[src/rtl/cpu7_exu_ecldstpipe.sv]
// ---------------------------------------------------------------------------
// cpu7_exu_ecldstpipe
//
// Tracks the destination register and write enable of each EXU instruction
// from E through M to W. The M/W bypass-select logic uses these values.
// Also owns the load-use interlock:
//   - it freezes M while a load there waits for LSU data (hold_m);
//   - it holds E while an E consumer needs that load (stall_e).
//
// Optional build macro: CPU7_LDDATA_BYPASS_M_EN
//   Defined   : load data is forwarded from M on its return cycle, so no
//               bubble is inserted once the data is back.
//   Undefined : a consumer directly behind a load always sees one bubble.
//
// Ports
//   clk, resetn                 clock; asynchronous active-low reset
//   vld_e, rd_e, wen_e, load_e  E instruction: valid, destination,
//                               write enable, is-load
//   rs1_e/rs2_e, rsN_use_e      E source registers and their read qualifiers
//   flush_e                     drop the E instruction
//   kill_m                      kill the M instruction; it reaches W with
//                               its write suppressed
//   lsu_data_vld_m              data for the M load returns this cycle
//   rd_m, rd_w                  M/W destination registers
//   wen_m, wen_w                qualified M/W write enables
//   load_m                      a valid load is in M
//   stall_e                     hold E and everything upstream
//   hold_m                      M is frozen waiting for load data
// ---------------------------------------------------------------------------
module cpu7_exu_ecldstpipe (
  input  logic       clk,
  input  logic       resetn,
  input  logic       vld_e,
  input  logic [4:0] rd_e,
  input  logic       wen_e,
  input  logic       load_e,
  input  logic [4:0] rs1_e,
  input  logic [4:0] rs2_e,
  input  logic       rs1_use_e,
  input  logic       rs2_use_e,
  input  logic       flush_e,
  input  logic       kill_m,
  input  logic       lsu_data_vld_m,
  output logic [4:0] rd_m,
  output logic [4:0] rd_w,
  output logic       wen_m,
  output logic       wen_w,
  output logic       load_m,
  output logic       stall_e,
  output logic       hold_m
);

  typedef enum logic {
    RUN    = 1'b0,
    LDWAIT = 1'b1
  } state_e;

  state_e state_q, state_d;

  logic vld_m;
  logic wen_m_r;
  logic load_m_r;
  logic rs1_hit, rs2_hit, lduse, take_e;

  // A kill always wins: a killed load must not hold the pipe.
  assign hold_m = vld_m & load_m_r & ~lsu_data_vld_m & ~kill_m;

  // Register x0 never creates a dependency.
  assign rs1_hit = rs1_use_e & (rs1_e != 5'd0) & (rs1_e == rd_m);
  assign rs2_hit = rs2_use_e & (rs2_e != 5'd0) & (rs2_e == rd_m);

`ifdef CPU7_LDDATA_BYPASS_M_EN
  // Returned data is forwarded from M, so only an outstanding load stalls.
  assign lduse = vld_e & vld_m & load_m_r & wen_m_r & ~lsu_data_vld_m
               & (rs1_hit | rs2_hit);
`else
  assign lduse = vld_e & vld_m & load_m_r & wen_m_r & (rs1_hit | rs2_hit);
`endif

  assign stall_e = hold_m | lduse;
  // flush_e only drops E; stall_e above is not affected by it.
  assign take_e  = vld_e & ~flush_e & ~stall_e;

  assign wen_m  = vld_m & wen_m_r & ~kill_m;
  assign load_m = vld_m & load_m_r;

  // FSM: the state records that an M load is outstanding.
  always_comb begin
    // NOTE: next state gets a default first, so no path can infer a latch.
    state_d = state_q;
    unique case (state_q)
      RUN:     if (vld_m & load_m_r & ~lsu_data_vld_m & ~kill_m) state_d = LDWAIT;
      LDWAIT:  if (lsu_data_vld_m | kill_m)                      state_d = RUN;
      default: state_d = RUN;
    endcase
  end

  always_ff @(posedge clk or negedge resetn) begin
    if (!resetn) begin
      state_q <= RUN;
    end else begin
      // NOTE: sequential state uses non-blocking assignments only.
      state_q <= state_d;
    end
  end

  // M and W register sets.
  always_ff @(posedge clk or negedge resetn) begin
    if (!resetn) begin
      vld_m    <= 1'b0;
      rd_m     <= 5'd0;
      wen_m_r  <= 1'b0;
      load_m_r <= 1'b0;
      rd_w     <= 5'd0;
      wen_w    <= 1'b0;
    end else if (hold_m) begin
      // M is frozen, so a bubble goes to W. rd_w keeps its value.
      wen_w <= 1'b0;
    end else begin
      wen_w <= wen_m;
      rd_w  <= rd_m;
      if (take_e) begin
        vld_m    <= 1'b1;
        rd_m     <= rd_e;
        wen_m_r  <= wen_e;
        load_m_r <= load_e;
      end else begin
        // Bubble into M. rd_m keeps its value.
        vld_m    <= 1'b0;
        wen_m_r  <= 1'b0;
        load_m_r <= 1'b0;
      end
    end
  end

endmodule

[config.mk]
export PLATFORM = sky130hd
export DESIGN_NAME = cpu7_exu_ecldstpipe
export DESIGN_NICKNAME = d
export VERILOG_FILES = /design/src/rtl/cpu7_exu_ecldstpipe.sv
export SDC_FILE = /design/constraint.sdc
export NUM_CORES = 1
export LEC_CHECK = 0
export BUFFER_PORTS_ARGS = -buffer_cell sky130_fd_sc_hd__buf_2
export CAP_MARGIN = 20
export CORE_MARGIN = 2
export CORE_UTILIZATION = 46
export CTS_CLUSTER_DIAMETER = 120
export DETAILED_ROUTE_END_ITERATION = 8
export PLACE_DENSITY_LB_ADDON = 0.15
export SETUP_SLACK_MARGIN = 0.4
export SLEW_MARGIN = 10
export SYNTH_ARGS = -nofsm -noshare
export SYNTH_HDL_FRONTEND = slang
export SYNTH_SLANG_ARGS = --single-unit
[constraint.sdc]
create_clock -name clk -period 3.8 [get_ports clk]
set_clock_uncertainty 0.2 [all_clocks]
set_input_delay 0.76 -clock clk [delete_from_list [all_inputs] [get_ports clk]]
set_output_delay 0.76 -clock clk [all_outputs]
set_load 0.02 [all_outputs]
Word level (Yosys, flattened, before mapping)
Cells that the tools add are included.
{"block": "word_totals", "regBits": 14, "latch_bits": 0, "ramBits": 0, "mem_bits_ro": 0, "out_inout_bits": 15, "elab_cells": 37, "memories": 0}
{"block": "classes", "addsub": 0, "mul": 0, "div_mod_pow": 0, "n_lt_le_gt_ge": 0, "n_eq_ne": 2, "shifts": 0, "muxes": 4, "bitwise": 22, "reduce_logical": 3}
{"cell": "AND 1 bit", "n": 15}
{"cell": "equality test 5 bit", "n": 2}
{"cell": "nonzero test 5 bit", "n": 2}
{"cell": "NOT 1 bit", "n": 5}
{"cell": "two-way mux 1 bit", "n": 4}
{"cell": "bitwise OR 1 bit", "n": 2}
{"cell": "AND reduction 2 bit", "n": 1}

Longest topological paths before layout
Gate-level depths: netlist (run 1).
{"block": "logic_depth", "depth_word": 9, "ltp_mapped": 5, "mapped_depth_nobuf": 5}

Worst setup path before layout (run 1)
OpenSTA, ideal clock, no wires.
{"block": "synth_path", "path_kind": "input-to-output", "startpoint": "in rs1_e[1]", "endpoint": "out stall_e", "arrival_ns": 2.012, "setup_slack_ns": 0.828, "cell_stages": 4, "n_path_buf": 0, "path_cell_list": "xor2_1 -> or4_4 -> nor4b_4 -> or3_1"}
{"block": "synth_between", "elab_chain_len": 6, "word_cells_on_any_way": 7, "classes_between": "1 x eq/ne; 5 x bitwise; 1 x reduce/logical"}
{"item": "start, declared", "line_no": "37", "rtl": "input logic [4:0] rs1_e,"}
{"item": "nonzero test 5 bit", "line_no": "69", "rtl": "assign rs1_hit = rs1_use_e & (rs1_e != 5'd0) & (rs1_e == rd_m);"}
{"item": "AND 1 bit", "line_no": "69"}
{"item": "AND 1 bit *", "line_no": "69"}
{"item": "bitwise OR 1 bit *", "line_no": "77", "rtl": "assign lduse = vld_e & vld_m & load_m_r & wen_m_r & (rs1_hit | rs2_hit);"}
{"item": "AND 1 bit *", "line_no": "77"}
{"item": "bitwise OR 1 bit *", "line_no": "80", "rtl": "assign stall_e = hold_m | lduse;"}
{"item": "end, declared", "line_no": "49", "rtl": "output logic stall_e,"}
Every way passes the cells marked *; elsewhere a longest branch is shown, timed or not.

Final worst setup path (run 1)
Same ends and word-level chain as after synthesis.

==> results.sh, run 1 <==
export IMPL_outcome="complete, no violations"
export IMPL_grt_pass1_wl_um=2580
export IMPL_leakage_uw=0.000544
export IMPL_max_slew_worst_pin_slew_ps=522
export IMPL_critPathCaptureType="output pin"
export IMPL_clk_latency_ps=270
export IMPL_ios=40
export IMPL_hp_class="in2async"
export IMPL_yosysWarnings=0
export IMPL_async_flop_share=1.00
export IMPL_numPortBuffers=39
export IMPL_yosys_area_share_simple=0.188
export IMPL_swShare=0.302
export IMPL_synthTopCellsByArea="dfrtp_1, mux2_4, xor2_1, mux2_2, nor4b_4"
export IMPL_yosys_cell_count_top_type="dfrtp_1"
export IMPL_vdd_ir_drop_max_mv=0.270
export IMPL_path_max_fanout=3
export IMPL_p_seq_frac=0.472
export IMPL_clk_pin_slew_worst_paths_ps=80
export IMPL_final_min_clock_period_ps=3170
export IMPL_die_w_um=44.6
export IMPL_dieArea_mm2=0.00199
export IMPL_syn_to_final_growth_pct=33.6
export IMPL_grt_total_usage=0.181
export IMPL_cts_tree="done"
export IMPL_design_area_mm2=0.00101
export IMPL_clock_tree_root_cell="clkbuf_4"
export IMPL_synth_yosys_seq_area_share=0.461
export IMPL_synth_common_cells="dfrtp_1, xor2_1, mux2_2, mux2_4, inv_1"
export IMPL_route_detailed_drc=0
export IMPL_final_max_slew_viol_count=0
export IMPL_slew_headroom=0.649
export IMPL_antenna_cells=0
export IMPL_power_density_mw_per_mm2=387
export IMPL_switchingPower_uw=119
export IMPL_hold_viol=0
export IMPL_r2r_slack_ps=1510
export IMPL_cpPeakStageDelay_ps=550
export IMPL_cts_sinks=14
export IMPL_maxCapViolCount=0
export IMPL_grt_overflow_total=0
export IMPL_synth_area_um2=759
export IMPL_initial_utilization=0.498
export IMPL_synth_edf_count=0
export IMPL_synth_xor_area_share=0.0923
export IMPL_synthMuxAreaShare=0.173
export IMPL_place_area_um2=978
export IMPL_ys_seq_elements=14
export IMPL_fin_nets=129
export IMPL_syn_num_nets=85
export IMPL_fin_tns_setup_ps=0
export IMPL_p_int_uw=274
export IMPL_yosys_area_top_type="dfrtp_1"
export IMPL_final_antenna_net_count=0
export IMPL_grt_pass1_vias=602
export IMPL_routabilityCongestion=0.745
export IMPL_drtIter0Drc=2
export IMPL_syn_instance_count=60
export IMPL_finalCritPeriodShare=0.835
export IMPL_worst_setup_path_start_kind="input port"
export IMPL_finalSetupViolCount=0
export IMPL_crit_type="in2out"
export IMPL_crit_arrival_ps=2210
export IMPL_synth_top_area_frac=0.461
export IMPL_synthFlopType="dfrtp_1"
export IMPL_ctsHoldBuffers=0
export IMPL_numCtsBuffers=3
export IMPL_core_area_mm2=0.00152
export IMPL_die_h_um=44.6
export IMPL_path_common_cell="buf_2"
export IMPL_hpwl_um=1340
export IMPL_wl_per_cell_um=13.6
export IMPL_comb_power_share=0.257
export IMPL_wl_um=1620
export IMPL_post_cts_resized=0
export IMPL_clockBufferDepth=2
export IMPL_ctsHtreeMaxLevel=1
export IMPL_synth_top_family_by_area="simple AND/OR/NAND/NOR gates"
export IMPL_synth_compound_area_frac=0.0610
export IMPL_num_vias=618
export IMPL_viasPerCell=5.19
export IMPL_final_cells=119
export IMPL_drive_above_1_share=0.573
export IMPL_max_freq_mhz=315
export IMPL_synth_area_per_cell_um2=12.7
export IMPL_path_cells="buf_2, xor2_1, or4_4, nor4b_4, or3_1, buf_2"
export IMPL_ys_types=25
export IMPL_fillers=118
export IMPL_synth_fa_ha_area_frac=0
export IMPL_dpl_cell_count=115
export IMPL_clock_power_share=0.271
export IMPL_antenna_found_initial=0
export IMPL_critPathRequiredTime_ps=2840
export IMPL_grt_max_degree=15
export IMPL_first_pass_iters=2
export IMPL_row_count=14
export IMPL_cts_setup_buffers=0
export IMPL_rsz0062_at_grt="false"
export IMPL_critPathSlowestCell="or4_4"
export IMPL_total_power_uw=393
==> cell type report <==
type	instances	area, µm²	area share
Clock buffer	4	36.3	0.0358
Sequential cell	14	350	0.345
Tap cell	16	20.0	0.0197
Inverter	4	15.0	0.0148
Multi-Input combinational cell	41	390	0.385
Timing Repair Buffer	40	203	0.200
==> worst paths after layout <==
path                                      startpoint              endpoint  cells past startpoint
worst max-delay path                        rs1_e[1]               stall_e                      6
worst min-delay path                          resetn  load_m_r$_DFFE_PN0P_                      1
worst max register to register   rd_m[1]$_DFFE_PN0P_     vld_m$_DFFE_PN0P_                      5
worst min register to register  load_m_r$_DFFE_PN0P_       wen_w$_DFF_PN0_                      1
max in group asynchronous                     resetn   rd_w[1]$_DFFE_PN0P_                      1
min in group clk                load_m_r$_DFFE_PN0P_       wen_w$_DFF_PN0_                      1
==> routing by layer <==
layer	track usage	wire length [µm]	vias to the layer above
met3	0.0367	89	2
met4	0.0848	10	0
met2	0.304	840	21
li1	-	-	303
met1	0.219	681	292
met5	0	0	-
==> cell families after synthesis <==
group           count (synthesis)
simple gates                   16
flops                          14
buf+inv                         5
mux                            10
compound gates                  7
xor+xnor                        8
==> placed cells by master (no fill, tap or decap), drive strengths merged <==
master / count
buf: 40
dfrtp: 14
mux2: 10
xor2: 8
inv: 4
clkbuf: 4
nor4: 4
o21ai: 3
nor3: 2
or4: 2
nand2: 1
nand4: 1
nor4b: 1
o21a: 1
or3: 1
and3b: 1
a21boi: 1
nand2b: 1
or2: 1
nor2b: 1
a22o: 1
a21o: 1
==> worst max-delay path, delay by kind of cell <==
family | cells | cell delay (ps)
AND/OR/NAND/NOR | 3 | 1040
XOR/XNOR | 1 | 150
buffers and inverters | 2 | 260
==> through the flow <==
stage | hold slack [ps] | util | setup WS (ps)
finish | 163 | 0.666 | 626
global route | 178 | 0.666 | 533
CTS | 173 | 0.666 | 611
detailed placement | 290 | 0.642 | 612
global placement | 284 | 0.642 | 653
floorplan | 251 | - | 828
==> power groups by stage <==
stage / Combinational (µW) / Sequential (µW) / Clock (µW)
after global placement: 101 / 187 / 0
after global routing: 109 / 189 / 116
after floorplan: 42.0 / 206 / 0
final: 101 / 186 / 106
after detailed placement: 102 / 189 / 0
after CTS: 103 / 186 / 109
==> state kept, by name (all words and copies together), names as in the netlist <==
signal    flops
load_m_r      1
rd_m          5
rd_w          5
vld_m         1
wen_m_r       1
wen_w         1
Note: power is estimated with default switching activity, not from simulation.
==> inputs of run 2 (changes only) <==
CORE_UTILIZATION = 39   (was 46)
clock period = 2.68 ns   (was 3.8 ns; I/O delays follow)
==> run 2 against run 1 <==
Net effect:
- utilization decreased by 4.6 points
- worst setup slack got worse by 580 ps
- highest routed layer unchanged
- sequential power increased by 41%
- worst hold slack improved by 98 ps
- critical path depth decreased by 1
- sequential cell count unchanged
- register-to-register slack got worse by 1200 ps
- die area increased by 16%
==> results.sh, run 2 (synthesized netlist as in run 1, its figures left out) <==
export IMPL_clk_latency_ps=290
export IMPL_rsz0062_at_grt="true"
export IMPL_viasPerCell=4.81
export IMPL_drtIter0Drc=1
export IMPL_reg_top3="rd_m x5, rd_w x5"
export IMPL_maxCapViolCount=0
export IMPL_route_detailed_drc=0
export IMPL_clockBufferDepth=2
export IMPL_final_max_slew_viol_count=0
export IMPL_power_density_mw_per_mm2=522
export IMPL_outcome="complete, no violations"
export IMPL_core_area_mm2=0.00178
export IMPL_finalCritPeriodShare=0.984
export IMPL_dieArea_mm2=0.00232
export IMPL_worst_setup_path_start_kind="flop"
export IMPL_finalSetupViolCount=0
export IMPL_numCtsBuffers=3
export IMPL_syn_to_final_growth_pct=45.5
export IMPL_dpl_worst_slack_ps=36.4
export IMPL_cts_sinks=14
export IMPL_grt_overflow_total=0
export IMPL_crit_arrival_ps=1900
export IMPL_final_antenna_net_count=0
export IMPL_vdd_ir_drop_max_mv=0.333
export IMPL_wl_um=1750
export IMPL_cts_tree="done"
export IMPL_max_freq_mhz=379
export IMPL_grt_max_degree=15
export IMPL_die_h_um=48.1
export IMPL_drive_above_1_share=0.624
export IMPL_fillers=158
export IMPL_routabilityCongestion=0.724
export IMPL_layout_common_cells="buf_2, dfrtp_1, xor2_1"
export IMPL_wl_per_cell_um=13.0
export IMPL_max_slew_worst_pin_slew_ps=536
export IMPL_final_min_clock_period_ps=2640
export IMPL_hp_class="in2reg"
export IMPL_hold_viol=0
export IMPL_path_max_fanout=3
export IMPL_fin_nets=135
export IMPL_leakage_uw=0.000574
export IMPL_initial_utilization=0.426
export IMPL_num_vias=645
export IMPL_fin_util=0.620
export IMPL_clk_pin_slew_worst_paths_ps=90
export IMPL_ctsHtreeMaxLevel=1
export IMPL_first_pass_iters=3
export IMPL_die_w_um=48.1
export IMPL_grt_pass1_wl_um=2770
export IMPL_crit_type="reg2out"
export IMPL_hpwl_um=1360
export IMPL_critPathRequiredTime_ps=1940
export IMPL_antenna_cells=0
export IMPL_mostFrequentLayoutCell="buf_2"
export IMPL_ios=40
export IMPL_slew_headroom=0.641
export IMPL_numPortBuffers=39
export IMPL_antenna_found_initial=0
export IMPL_clock_tree_root_cell="clkbuf_4"
export IMPL_grt_total_usage=0.180
export IMPL_row_count=15
export IMPL_worst_slack_ps=43.4
export IMPL_critPathCaptureType="output pin"
export IMPL_grt_pass1_vias=637
run 2: cell count changes in the layout (fill, tap and decap cells not counted):
cell	delta
or3_1	-1
nor4_4	+1
buf_6	+2
dlygate4sd3_1	+1
buf_4	+4
or3_4	+1
nor3_1	-1
nor4_2	-1
dfrtp_2	+2
dfrtp_1	-2
buf_2	-1
nor3_2	+1
run 2: metal layers:
metal  share of wire  routed length [µm]  vias up  GRT usage
met3           0.054                  95        4     0.0296
met1            0.44                 769      298      0.220
met5               0                   0        -          0
li1                -                   -      318          -
met4           0.015                  26        0     0.0811
met2            0.49                 853       25      0.312
run 2: layout make-up:
type / instances / area [µm²] / share of cell area
clock buffers: 4 / 36.3 / 0.0328
multi-input cells: 41 / 409 / 0.370
repair buffers: 46 / 260 / 0.236
well taps: 25 / 31.3 / 0.0283
inverters: 4 / 15.0 / 0.0136
flip-flops and latches: 14 / 353 / 0.319
run 2: critical path, cell delays in order (launching register included):
cell and delay (ps):
dfrtp_2 440, xor2_1 150, or4_4 520, nor4b_4 240
or3_4 160, buf_6 110
run 2: report_power, final:
group	switching (µW)	internal (µW)	leakage, µW
registers	24.8	237	0.000169
clock network	73.7	82.8	0.0000210
logic	79.7	78.5	0.000384
run 2: worst paths after layout:
| path | start | endpoint | slack (ps) | depth (start not counted) |
|---|---|---|---|---|
| setup / recovery | rd_m[0]$_DFFE_PN0P_ | stall_e | 40 | 5 |
| hold / removal | load_e | load_m_r$_DFFE_PN0P_ | 260 | 2 |
| setup reg to reg | rd_m[0]$_DFFE_PN0P_ | rd_m[1]$_DFFE_PN0P_ | 350 | 7 |
| hold reg to reg | rd_w[2]$_DFFE_PN0P_ | rd_w[2]$_DFFE_PN0P_ | 310 | 1 |
| max in group asynchronous | resetn | rd_m[0]$_DFFE_PN0P_ | 1550 | 2 |
| min in group asynchronous | resetn | rd_w[2]$_DFFE_PN0P_ | 470 | 2 |
run 2: stage by stage:
step / TNS (ps) / std cells / hold WS [ps] / total power [µW] / cell area, µm²
2_1_floorplan: 0 / 60 / 40.4 / 352 / 764
3_3_place_gp: 0 / 127 / 252 / 409 / 1020
3_5_place_dp: 0 / 127 / 253 / 414 / 1020
4_1_cts: -11.8 / 134 / 265 / 578 / 1090
5_1_grt: -36.4 / 134 / 269 / 607 / 1100
6_report: 0 / 134 / 260 / 577 / 1100
run 2: repair_timing:
item	4_1_cts	5_1_grt
resized for setup	4	2
pin swaps	4	1
endpoints found under the hold margin	14	0
setup endpoints to repair	6	7
cloned	0	0
setup buffers	2	0
hold buffers	1	0
==> inputs of run 3 (changes only) <==
CORE_MARGIN = default   (was 2)
CORE_UTILIZATION = 43   (was 39)
SLEW_MARGIN = 0   (was 10)
clock period = 2.81 ns   (was 2.68 ns; I/O delays follow)
==> run 3 against run 2 <==
Net effect:
- highest routed layer is now met3
- critical path type unchanged
- the run now ends with DRC left
- utilization grew 9.1 points
- critical endpoint unchanged
- total power shrank 4.2%
- die area shrank 16%
- sequential cell count is the same
- worst hold slack gained 20 ps
==> results.sh, run 3 (synthesized netlist as in run 1, its figures left out) <==
export IMPL_layout_common_cells="buf_2, dfrtp_1, xor2_1, buf_4"
export IMPL_core_area_mm2=0.00158
export IMPL_total_power_uw=553
export IMPL_r2r_worst_path_cells=8
export IMPL_crit_type="reg2out"
export IMPL_clockBufferDepth=2
export IMPL_initial_utilization=0.482
export IMPL_switchingPower_uw=168
export IMPL_grt_max_degree=15
export IMPL_grt_pass1_wl_um=2750
export IMPL_numPortBuffers=39
export IMPL_viasPerCell=5.09
export IMPL_ctsHtreeMaxLevel=1
export IMPL_finalCritPeriodShare=0.947
export IMPL_hp_class="in2reg"
export IMPL_final_min_clock_period_ps=2660
export IMPL_num_vias=657
export IMPL_numCtsBuffers=3
export IMPL_mostFrequentLayoutCell="buf_2"
export IMPL_dieArea_mm2=0.00194
export IMPL_first_pass_iters=5
export IMPL_leakage_uw=0.000595
export IMPL_crit_start="rd_m[1]$_DFFE_PN0P_"
export IMPL_hpwl_um=1270
export IMPL_max_freq_mhz=376
export IMPL_syn_to_final_growth_pct=47.6
export IMPL_clock_tree_root_cell="clkbuf_4"
export IMPL_finalSetupViolCount=0
export IMPL_swShare=0.304
export IMPL_antenna_found_initial=0
export IMPL_fin_nets=139
export IMPL_final_antenna_net_count=0
export IMPL_route_detailed_drc=4
export IMPL_outcome="finished, violations left"
export IMPL_hold_viol=0
export IMPL_violations="DRC"
export IMPL_crit_arrival_ps=1900
export IMPL_fin_tns_setup_ps=0
export IMPL_place_area_mm2=0.00101
export IMPL_wl_um=1700
export IMPL_drive_above_1_share=0.619
export IMPL_critPathRequiredTime_ps=2050
export IMPL_worstHoldPathCells=2
export IMPL_holdWs_ps=280
export IMPL_clock_power_share=0.266
export IMPL_comb_power_share=0.287
export IMPL_power_density_mw_per_mm2=493
export IMPL_die_h_um=44.0
export IMPL_final_max_slew_viol_count=0
export IMPL_ios=40
export IMPL_die_w_um=44.0
export IMPL_wl_per_cell_um=13.2
export IMPL_antenna_cells=0
export IMPL_path_max_fanout=3
export IMPL_critPathCaptureType="output pin"
export IMPL_max_slew_worst_pin_slew_ps=380
export IMPL_cts_sinks=14
export IMPL_vdd_ir_drop_max_mv=0.297
export IMPL_routabilityCongestion=0.716
export IMPL_grt_total_usage=0.202
export IMPL_cts_tree="done"
export IMPL_design_area_mm2=0.00112
export IMPL_hold_start="load_e"
export IMPL_grt_pass1_vias=657
export IMPL_worst_setup_path_start_kind="flop"
export IMPL_reg_top3="rd_m x5, rd_w x5"
export IMPL_slew_headroom=0.744
export IMPL_p_int_uw=385
export IMPL_p_seq_frac=0.447
export IMPL_grt_overflow_total=0
export IMPL_rr_startpoint="rd_m[1]$_DFFE_PN0P_"
export IMPL_clk_latency_ps=280
export IMPL_clk_pin_slew_worst_paths_ps=90
export IMPL_row_count=14
export IMPL_rsz0062_at_grt="true"
export IMPL_maxCapViolCount=0
export IMPL_drtIter0Drc=6
export IMPL_fin_util=0.711
==> run 3: cell count changes in the layout (fill, tap and decap cells not counted) <==
cell,delta
dfrtp_2,-1
nor3_1,+1
dfrtp_1,+1
buf_4,+3
nor3_2,-1
buf_6,+1
==> run 3: worst max-delay path, cell delays in order, from the launching register on <==
cell	delay, ps
dfrtp_1	420
xor2_1	160
or4_4	530
nor4b_4	240
or3_4	170
buf_6	110
==> run 3: layer usage <==
layer | vias up | wire [µm] | part of all wire | global-route usage
li1 | 322 | - | - | -
met1 | 313 | 779 | 0.46 | 0.270
met2 | 22 | 845 | 0.50 | 0.303
met3 | 0 | 75 | 0.044 | 0.0367
met4 | 0 | 0 | 0 | 0.127
met5 | - | 0 | 0 | 0
==> run 3: worst paths after layout <==
path / end / slack, ps
max: stall_e / 150
min: load_m_r$_DFFE_PN0P_ / 280
max reg2reg: rd_m[4]$_DFFE_PN0P_ / 450
min reg2reg: wen_w$_DFF_PN0_ / 310
max in group asynchronous: rd_m[0]$_DFFE_PN0P_ / 1650
min in group asynchronous: rd_m[3]$_DFFE_PN0P_ / 500
==> run 3: timing repair <==
item / 4_1_cts / 5_1_grt
setup endpoints to repair: 1 / 6
pin swaps: 3 / 4
resized for setup: 3 / 3
setup buffers: 5 / 1
hold buffers: 1 / 0
endpoints found under the hold margin: 14 / 0
==> run 3: power groups by stage <==
stage               Sequential (µW)  Clock, µW  Combinational (µW)
CTS                             247        150                 157
floorplan                       278          0                56.9
global route                    253        159                 172
detailed placement              255          0                 138
finish                          247        147                 159
global placement                253          0                 136
==> run 3: final cells by class <==
| type | count | area [µm²] |
|---|---|---|
| fill | 119 | 455 |
| timing repair buffer | 50 | 294 |
| sequential | 14 | 352 |
| multi-input combinational | 41 | 404 |
| clock buffer | 4 | 36.3 |
| tap | 16 | 20.0 |
| inverter | 4 | 15.0 |
==> run 3: stage by stage <==
stage	worst slack, ps	cells
floorplan	270	60
global placement	146	118
detailed placement	125	118
CTS	99.4	128
global route	59.0	129
finish	149	129
